File: config.mk
export PLATFORM = sky130hd
export DESIGN_NAME = fir_mac_scheduler
export DESIGN_NICKNAME = d
export VERILOG_FILES = /design/src/rtl/fir_mac_scheduler.sv
export SDC_FILE = /design/constraint.sdc
export NUM_CORES = 1
export LEC_CHECK = 0
export CAP_MARGIN = 30
export CORE_MARGIN = 5
export CORE_UTILIZATION = 45
export DETAILED_ROUTE_END_ITERATION = 7
export GPL_TIMING_DRIVEN = 0
export MAX_ROUTING_LAYER = met4
export PLACE_DENSITY = 0.73
export REMOVE_ABC_BUFFERS = 1
export SLEW_MARGIN = 25
export SYNTH_ARGS = -nofsm -noshare
export SYNTH_HDL_FRONTEND = slang
export SYNTH_SLANG_ARGS = --single-unit
File: constraint.sdc
create_clock -name clk -period 11.4 [get_ports clk]
set_input_delay 1.71 -clock clk [delete_from_list [all_inputs] [get_ports clk]]
set_output_delay 1.71 -clock clk [all_outputs]
set_load 0.05 [all_outputs]
File: src/rtl/fir_mac_scheduler.sv
// fir_mac_scheduler: time-multiplexed sequencer for the 7-tap, 3-input polyphase
// FIR section. One shared 12x11 multiplier and one accumulator walk the seven taps
// once per sample period. The block also produces the sample-rate enable and holds
// a double-buffered (shadow/active) runtime coefficient bank.
module fir_mac_scheduler #(
    parameter int SAMPLE_DIV = 9,   // clk cycles per sample period, >= 9
    parameter int ACC_W      = 26   // accumulator width (sfix26_En14), >= 25
) (
    input  logic                clk,
    input  logic                reset,
    input  logic                run,
    input  logic signed [10:0]  in1,
    input  logic signed [10:0]  in2,
    input  logic signed [10:0]  in3,
    input  logic                coef_we,
    input  logic [2:0]          coef_addr,
    input  logic signed [11:0]  coef_wdata,
    input  logic                coef_commit,
    output logic                sample_enb,
    output logic signed [21:0]  y,
    output logic                y_valid,
    output logic                sat_flag,
    output logic                busy
);

    localparam int CNT_W = $clog2(SAMPLE_DIV);

    localparam logic [1:0] ST_IDLE = 2'd0;
    localparam logic [1:0] ST_MAC  = 2'd1;
    localparam logic [1:0] ST_OUT  = 2'd2;

    // Output clip limits expressed at accumulator width.
    localparam logic signed [ACC_W-1:0] ACC_MAX = ACC_W'(2097151);
    localparam logic signed [ACC_W-1:0] ACC_MIN = ACC_W'(-2097152);

    logic [CNT_W-1:0]         cnt_reg;
    logic                     run_q;
    logic [1:0]               state_reg;
    logic [2:0]               tap_reg;
    logic signed [ACC_W-1:0]  acc_reg;
    logic                     pending_reg;

    logic signed [10:0]       d0_reg [1:5];
    logic signed [10:0]       d1_reg [1:4];
    logic signed [10:0]       d2_reg [1:3];

    logic signed [11:0]       shadow_reg [0:6];
    logic signed [11:0]       active_reg [0:6];

    logic                     frame_start;
    logic                     copy_now;
    logic signed [11:0]       tap_coef;
    logic signed [10:0]       tap_data;
    logic signed [22:0]       product;
    logic                     over_hi;
    logic                     over_lo;
    logic signed [21:0]       y_next;

    assign sample_enb  = run_q & (cnt_reg == '0);
    assign busy        = (state_reg != ST_IDLE);
    // With SAMPLE_DIV >= 9 the FSM is always back in IDLE when sample_enb fires.
    assign frame_start = sample_enb & (state_reg == ST_IDLE);
    // The shadow->active copy is only allowed between frames, including the start edge.
    assign copy_now    = pending_reg & (state_reg == ST_IDLE);

    // Sample-period counter; parks at 0 while run is low so a period always completes.
    always_ff @(posedge clk or posedge reset) begin
        if (reset) begin
            cnt_reg <= '0;
            run_q   <= 1'b0;
        end else begin
            run_q <= run;
            if (cnt_reg == '0 && !run_q)
                cnt_reg <= '0;
            else if (cnt_reg == CNT_W'(SAMPLE_DIV - 1))
                cnt_reg <= '0;
            else
                cnt_reg <= cnt_reg + 1'b1;
        end
    end

    // Polyphase delay lines advance once per sample period; index 1 is the newest.
    always_ff @(posedge clk or posedge reset) begin
        if (reset) begin
            for (int k = 1; k <= 5; k++) d0_reg[k] <= '0;
            for (int k = 1; k <= 4; k++) d1_reg[k] <= '0;
            for (int k = 1; k <= 3; k++) d2_reg[k] <= '0;
        end else if (frame_start) begin
            d0_reg[1] <= in1;
            d1_reg[1] <= in2;
            d2_reg[1] <= in3;
            for (int k = 2; k <= 5; k++) d0_reg[k] <= d0_reg[k-1];
            for (int k = 2; k <= 4; k++) d1_reg[k] <= d1_reg[k-1];
            for (int k = 2; k <= 3; k++) d2_reg[k] <= d2_reg[k-1];
        end
    end

    // Commit request is remembered until the FSM is idle; repeated commits merge.
    always_ff @(posedge clk or posedge reset) begin
        if (reset)
            pending_reg <= 1'b0;
        else if (copy_now)
            pending_reg <= 1'b0;
        else if (coef_commit)
            pending_reg <= 1'b1;
    end

    // Coefficient bank: shadow takes writes any time, active only changes between frames.
    generate
        for (genvar gi = 0; gi < 7; gi++) begin : g_coef
            always_ff @(posedge clk or posedge reset) begin
                if (reset)
                    shadow_reg[gi] <= '0;
                else if (coef_we && coef_addr == 3'(gi))
                    shadow_reg[gi] <= coef_wdata;
            end

            always_ff @(posedge clk or posedge reset) begin
                if (reset)
                    active_reg[gi] <= '0;
                else if (copy_now)
                    active_reg[gi] <= shadow_reg[gi];
            end
        end
    endgenerate

    // Tap operand selection: which coefficient pairs with which delay-line slot.
    always_comb begin
        tap_coef = '0;
        tap_data = '0;
        case (tap_reg)
            3'd0: begin tap_coef = active_reg[0]; tap_data = d0_reg[1]; end
            3'd1: begin tap_coef = active_reg[1]; tap_data = d2_reg[1]; end
            3'd2: begin tap_coef = active_reg[2]; tap_data = d1_reg[2]; end
            3'd3: begin tap_coef = active_reg[3]; tap_data = d0_reg[3]; end
            3'd4: begin tap_coef = active_reg[4]; tap_data = d2_reg[3]; end
            3'd5: begin tap_coef = active_reg[5]; tap_data = d1_reg[4]; end
            3'd6: begin tap_coef = active_reg[6]; tap_data = d0_reg[5]; end
            default: begin tap_coef = '0; tap_data = '0; end
        endcase
    end

    // Full-precision sfix23_En14 product; operands sign-extended before multiply.
    assign product = 23'(tap_coef) * 23'(tap_data);

    // Saturate the accumulator into the 22-bit output range.
    always_comb begin
        over_hi = (acc_reg > ACC_MAX);
        over_lo = (acc_reg < ACC_MIN);
        if (over_hi)
            y_next = 22'sh1FFFFF;
        else if (over_lo)
            y_next = 22'sh200000;
        else
            y_next = acc_reg[21:0];
    end

    // Frame FSM: IDLE waits for the sample edge, MAC runs seven taps, OUT publishes y.
    always_ff @(posedge clk or posedge reset) begin
        if (reset) begin
            state_reg <= ST_IDLE;
            tap_reg   <= '0;
            acc_reg   <= '0;
            y         <= '0;
            y_valid   <= 1'b0;
            sat_flag  <= 1'b0;
        end else begin
            y_valid  <= 1'b0;
            sat_flag <= 1'b0;
            case (state_reg)
                ST_IDLE: begin
                    if (frame_start) begin
                        acc_reg   <= '0;
                        tap_reg   <= '0;
                        state_reg <= ST_MAC;
                    end
                end
                ST_MAC: begin
                    acc_reg <= acc_reg + ACC_W'(product);
                    tap_reg <= tap_reg + 3'd1;
                    if (tap_reg == 3'd6)
                        state_reg <= ST_OUT;
                end
                ST_OUT: begin
                    y         <= y_next;
                    y_valid   <= 1'b1;
                    sat_flag  <= over_hi | over_lo;
                    state_reg <= ST_IDLE;
                end
                default: state_reg <= ST_IDLE;
            endcase
        end
    end

endmodule

==> run summary <==
Area growth syn-to-layout: 14.34%
Synth area leaders: dfrtp_1 43%, mux2_2 16%, fa_1 16%, ha_1 4.4%, inv_1 4.1%
WL per Instance: 17.98 um
Post-Syn Area: 0.02092 sq mm
WL final: 44.05 mm
final hold vios: 0
r2r startpoint: tap_reg[2]
Synth area leader: dfrtp_1
max_slew headroom: 0.3293
Clock Skews: 0.02173 ns
Row Count: 79
setup bufs post-CTS: 0
Max Clk Rate: 128.9 MHz
first-pass GRT wire length: 74.86 mm
layout cell share with drive strength beyond 1: 0.2286
Hold Crit Class: flip-flop to flip-flop
H-tree level count: 2
hold depth: 2
DR iter-0 viols: 864
Post-synth EDFFs: 0
Port-buffer cells: 78
WHS: 0.4614 ns
mux share of post-synthesis cell area: 0.1645
Final Critical Period: 7.757 ns
synth warn: 0
Num CTS Buffers: 39
Worst Tran Pin Value: 1.006 ns
peak per-stage delay on the critical path: 0.89 ns
Clock Tree Root: clkbuf_16
CTS tree: done
#FFs+latches synth: 361
largest net degree at the start of global routing: 106
Vias: 13139
worst path arrival time: 8.20 ns
R2R setup slack: 3.64 ns
All-Layer GR Usage: 0.1855
clock-pin slew on the worst setup and hold paths: 0.05 ns
cts repair resizes: 0
initial core utilization: 0.4521
RSZ-0062 raised after global routing: false
Mapped Avg Cell Area: 11.92 sq um
XOR/XNOR share of the synthesized area: 0.007956
crit path launch type: flip-flop
WS Path Type: flip-flop to flip-flop
synthesized instance count: 1754
maximum capacitance violations: 0
Synth top area share: 0.4319
post-synthesis adder-cell area fraction: 0.2006
Die Area: 0.05089 sq mm
period utilization: 0.6805
later-pin clock latency in the skew report: 0.57 ns
vias in the first global route: 14248
asr flop ratio synth: 1.000
Net count, final: 2104
Setup-failing EPs final: 0
largest family of logic cells by synthesized area: adder cells
GP Congestion: 0.8816
total congestion overflow: 0
reg2reg path depth: 20
WHS Endpoint: y[14]
Max Slew Vio Count: 0
CTS sink cnt: 361
CP max FO: 37
area fraction in compound gates after synthesis: 0.07035
DR vias/cell: 5.363
Cell Chain, Critical Path: inv_2 -> ha_2 -> buf_12 -> a221oi_1 -> nor2_1 -> fa_1 -> fa_1 -> inv_1 -> fa_1 -> inv_1 -> fa_1 -> inv_1 -> fa_1 -> inv_1 -> ha_1 -> a21o_1 -> o2111ai_1 -> a211oi_1 -> or3_1 -> a32o_1
Clock Tree Buf Depth: 3
drt drc: 0
FF-to-FF End: acc_reg[23]
DRT antenna net count: 0
status: completed
die height: 225.6 um
CP required: 11.84 ns
most frequent cells in the layout: 360 x dfrtp_1, 301 x mux2_2, 225 x inv_1
Core Area: 0.04626 sq mm
antenna violations before repair: 1
CTS Hold Bufs: 0
sequential share of the synthesized area: 0.4319
hpwl dp: 32.16 mm
Netlist cell types: 52
Die X: 225.6 um
Top FF cell, synth: dfrtp_1
Fillers: 3967
Ports: 79
post-synthesis simple-gate area fraction: 0.06742
Worst path slowest cell: dfrtp_2
post-layout instance area: 0.02391 sq mm
DP Area: 0.02259 sq mm
min-delay src: y[14]
Critical Path End Type: flip-flop
Pre-Repair DR Iteration Count: 6
Top cell by count, worst path: fa_1
most common cell after layout, fill and taps aside: dfrtp_1
## worst max-delay path, delay by kind of cell (launching register included)
family	cells	cell delay, ns
AO/OA/AOI/OAI	5	1.95
adder cells (fa/ha/maj)	7	3.34
buffers and inverters	6	0.85
flip-flops	1	0.89
AND/OR/NAND/NOR	2	0.57
## routing by layer
| layer | up-vias | global-route usage | routed length, um |
|---|---|---|---|
| li1 | 6029 | - | - |
| met1 | 6779 | 0.2449 | 19480 |
| met2 | 264 | 0.3031 | 21750 |
| met3 | 67 | 0.02899 | 2004 |
| met4 | 0 | 0.04881 | 826 |
| met5 | - | - | 0 |
## how the worst max path moves through the flow
stage               start          end  slack, ns  cells past startpoint
6_report       tap_reg[2]  acc_reg[23]       3.64                     20
5_1_grt        tap_reg[2]  acc_reg[22]       3.45                     21
4_1_cts        tap_reg[2]  acc_reg[23]       3.73                     20
3_5_place_dp   tap_reg[2]  acc_reg[23]       3.73                     20
3_3_place_gp        reset   d0_reg[54]      -4.09                      2
2_1_floorplan       reset   acc_reg[0]      -0.33                      1
## cell families after synthesis
group | Yosys count
simple gates | 321
compound gates | 198
buf+inv | 312
fa+ha+maj | 237
mux | 306
xor+xnor | 19
flops | 361
## cell usage after synthesis (6+ instances only)
| cell type | count |
|---|---|
| dfrtp_1 | 361 |
| mux2_2 | 301 |
| inv_1 | 226 |
| fa_1 | 164 |
| nand2_1 | 146 |
| nor2_1 | 81 |
| ha_1 | 73 |
| clkbuf_1 | 50 |
| o21ai_0 | 49 |
| a222oi_1 | 35 |
| nand3_1 | 30 |
| a21oi_1 | 27 |
| buf_2 | 21 |
| buf_1 | 14 |
| nor2b_1 | 13 |
| a221o_1 | 12 |
| a221oi_1 | 12 |
| nand2b_1 | 11 |
| xnor2_1 | 11 |
| and2_1 | 10 |
| a22oi_1 | 9 |
| a21o_1 | 8 |
| xor2_1 | 8 |
| a211o_1 | 7 |
| a211oi_1 | 6 |
| nor3_1 | 6 |
| o21a_1 | 6 |
## layout make-up
type / instances / area (sq um) / share of cell area
multi-input combinational: 1081 / 10780 / 0.4508
clock buffer: 54 / 1142 / 0.04777
timing repair buffer: 104 / 1167 / 0.04881
inverter: 227 / 859.6 / 0.03594
clock inverter: 15 / 166.4 / 0.006959
antenna: 1 / 2.502 / 0.0001046
sequential: 361 / 9035 / 0.3778
tap: 607 / 759.5 / 0.03176
## metrics by stage
stage | setup TNS, ns | worst slack [ns] | util | cells
6_report | 0 | 3.643 | 0.5170 | 2450
5_1_grt | 0 | 3.451 | 0.5170 | 2450
4_1_cts | 0 | 3.726 | 0.5166 | 2447
3_5_place_dp | 0 | 3.731 | 0.4883 | 2378
3_3_place_gp | -1453.58 | -4.091 | 0.4780 | 2354
2_1_floorplan | -118.66 | -0.3287 | - | 1669
Power is left out: the tool's default activity adds up to more than one toggle a clock period on the data nets, which glitch-free logic cannot reach.
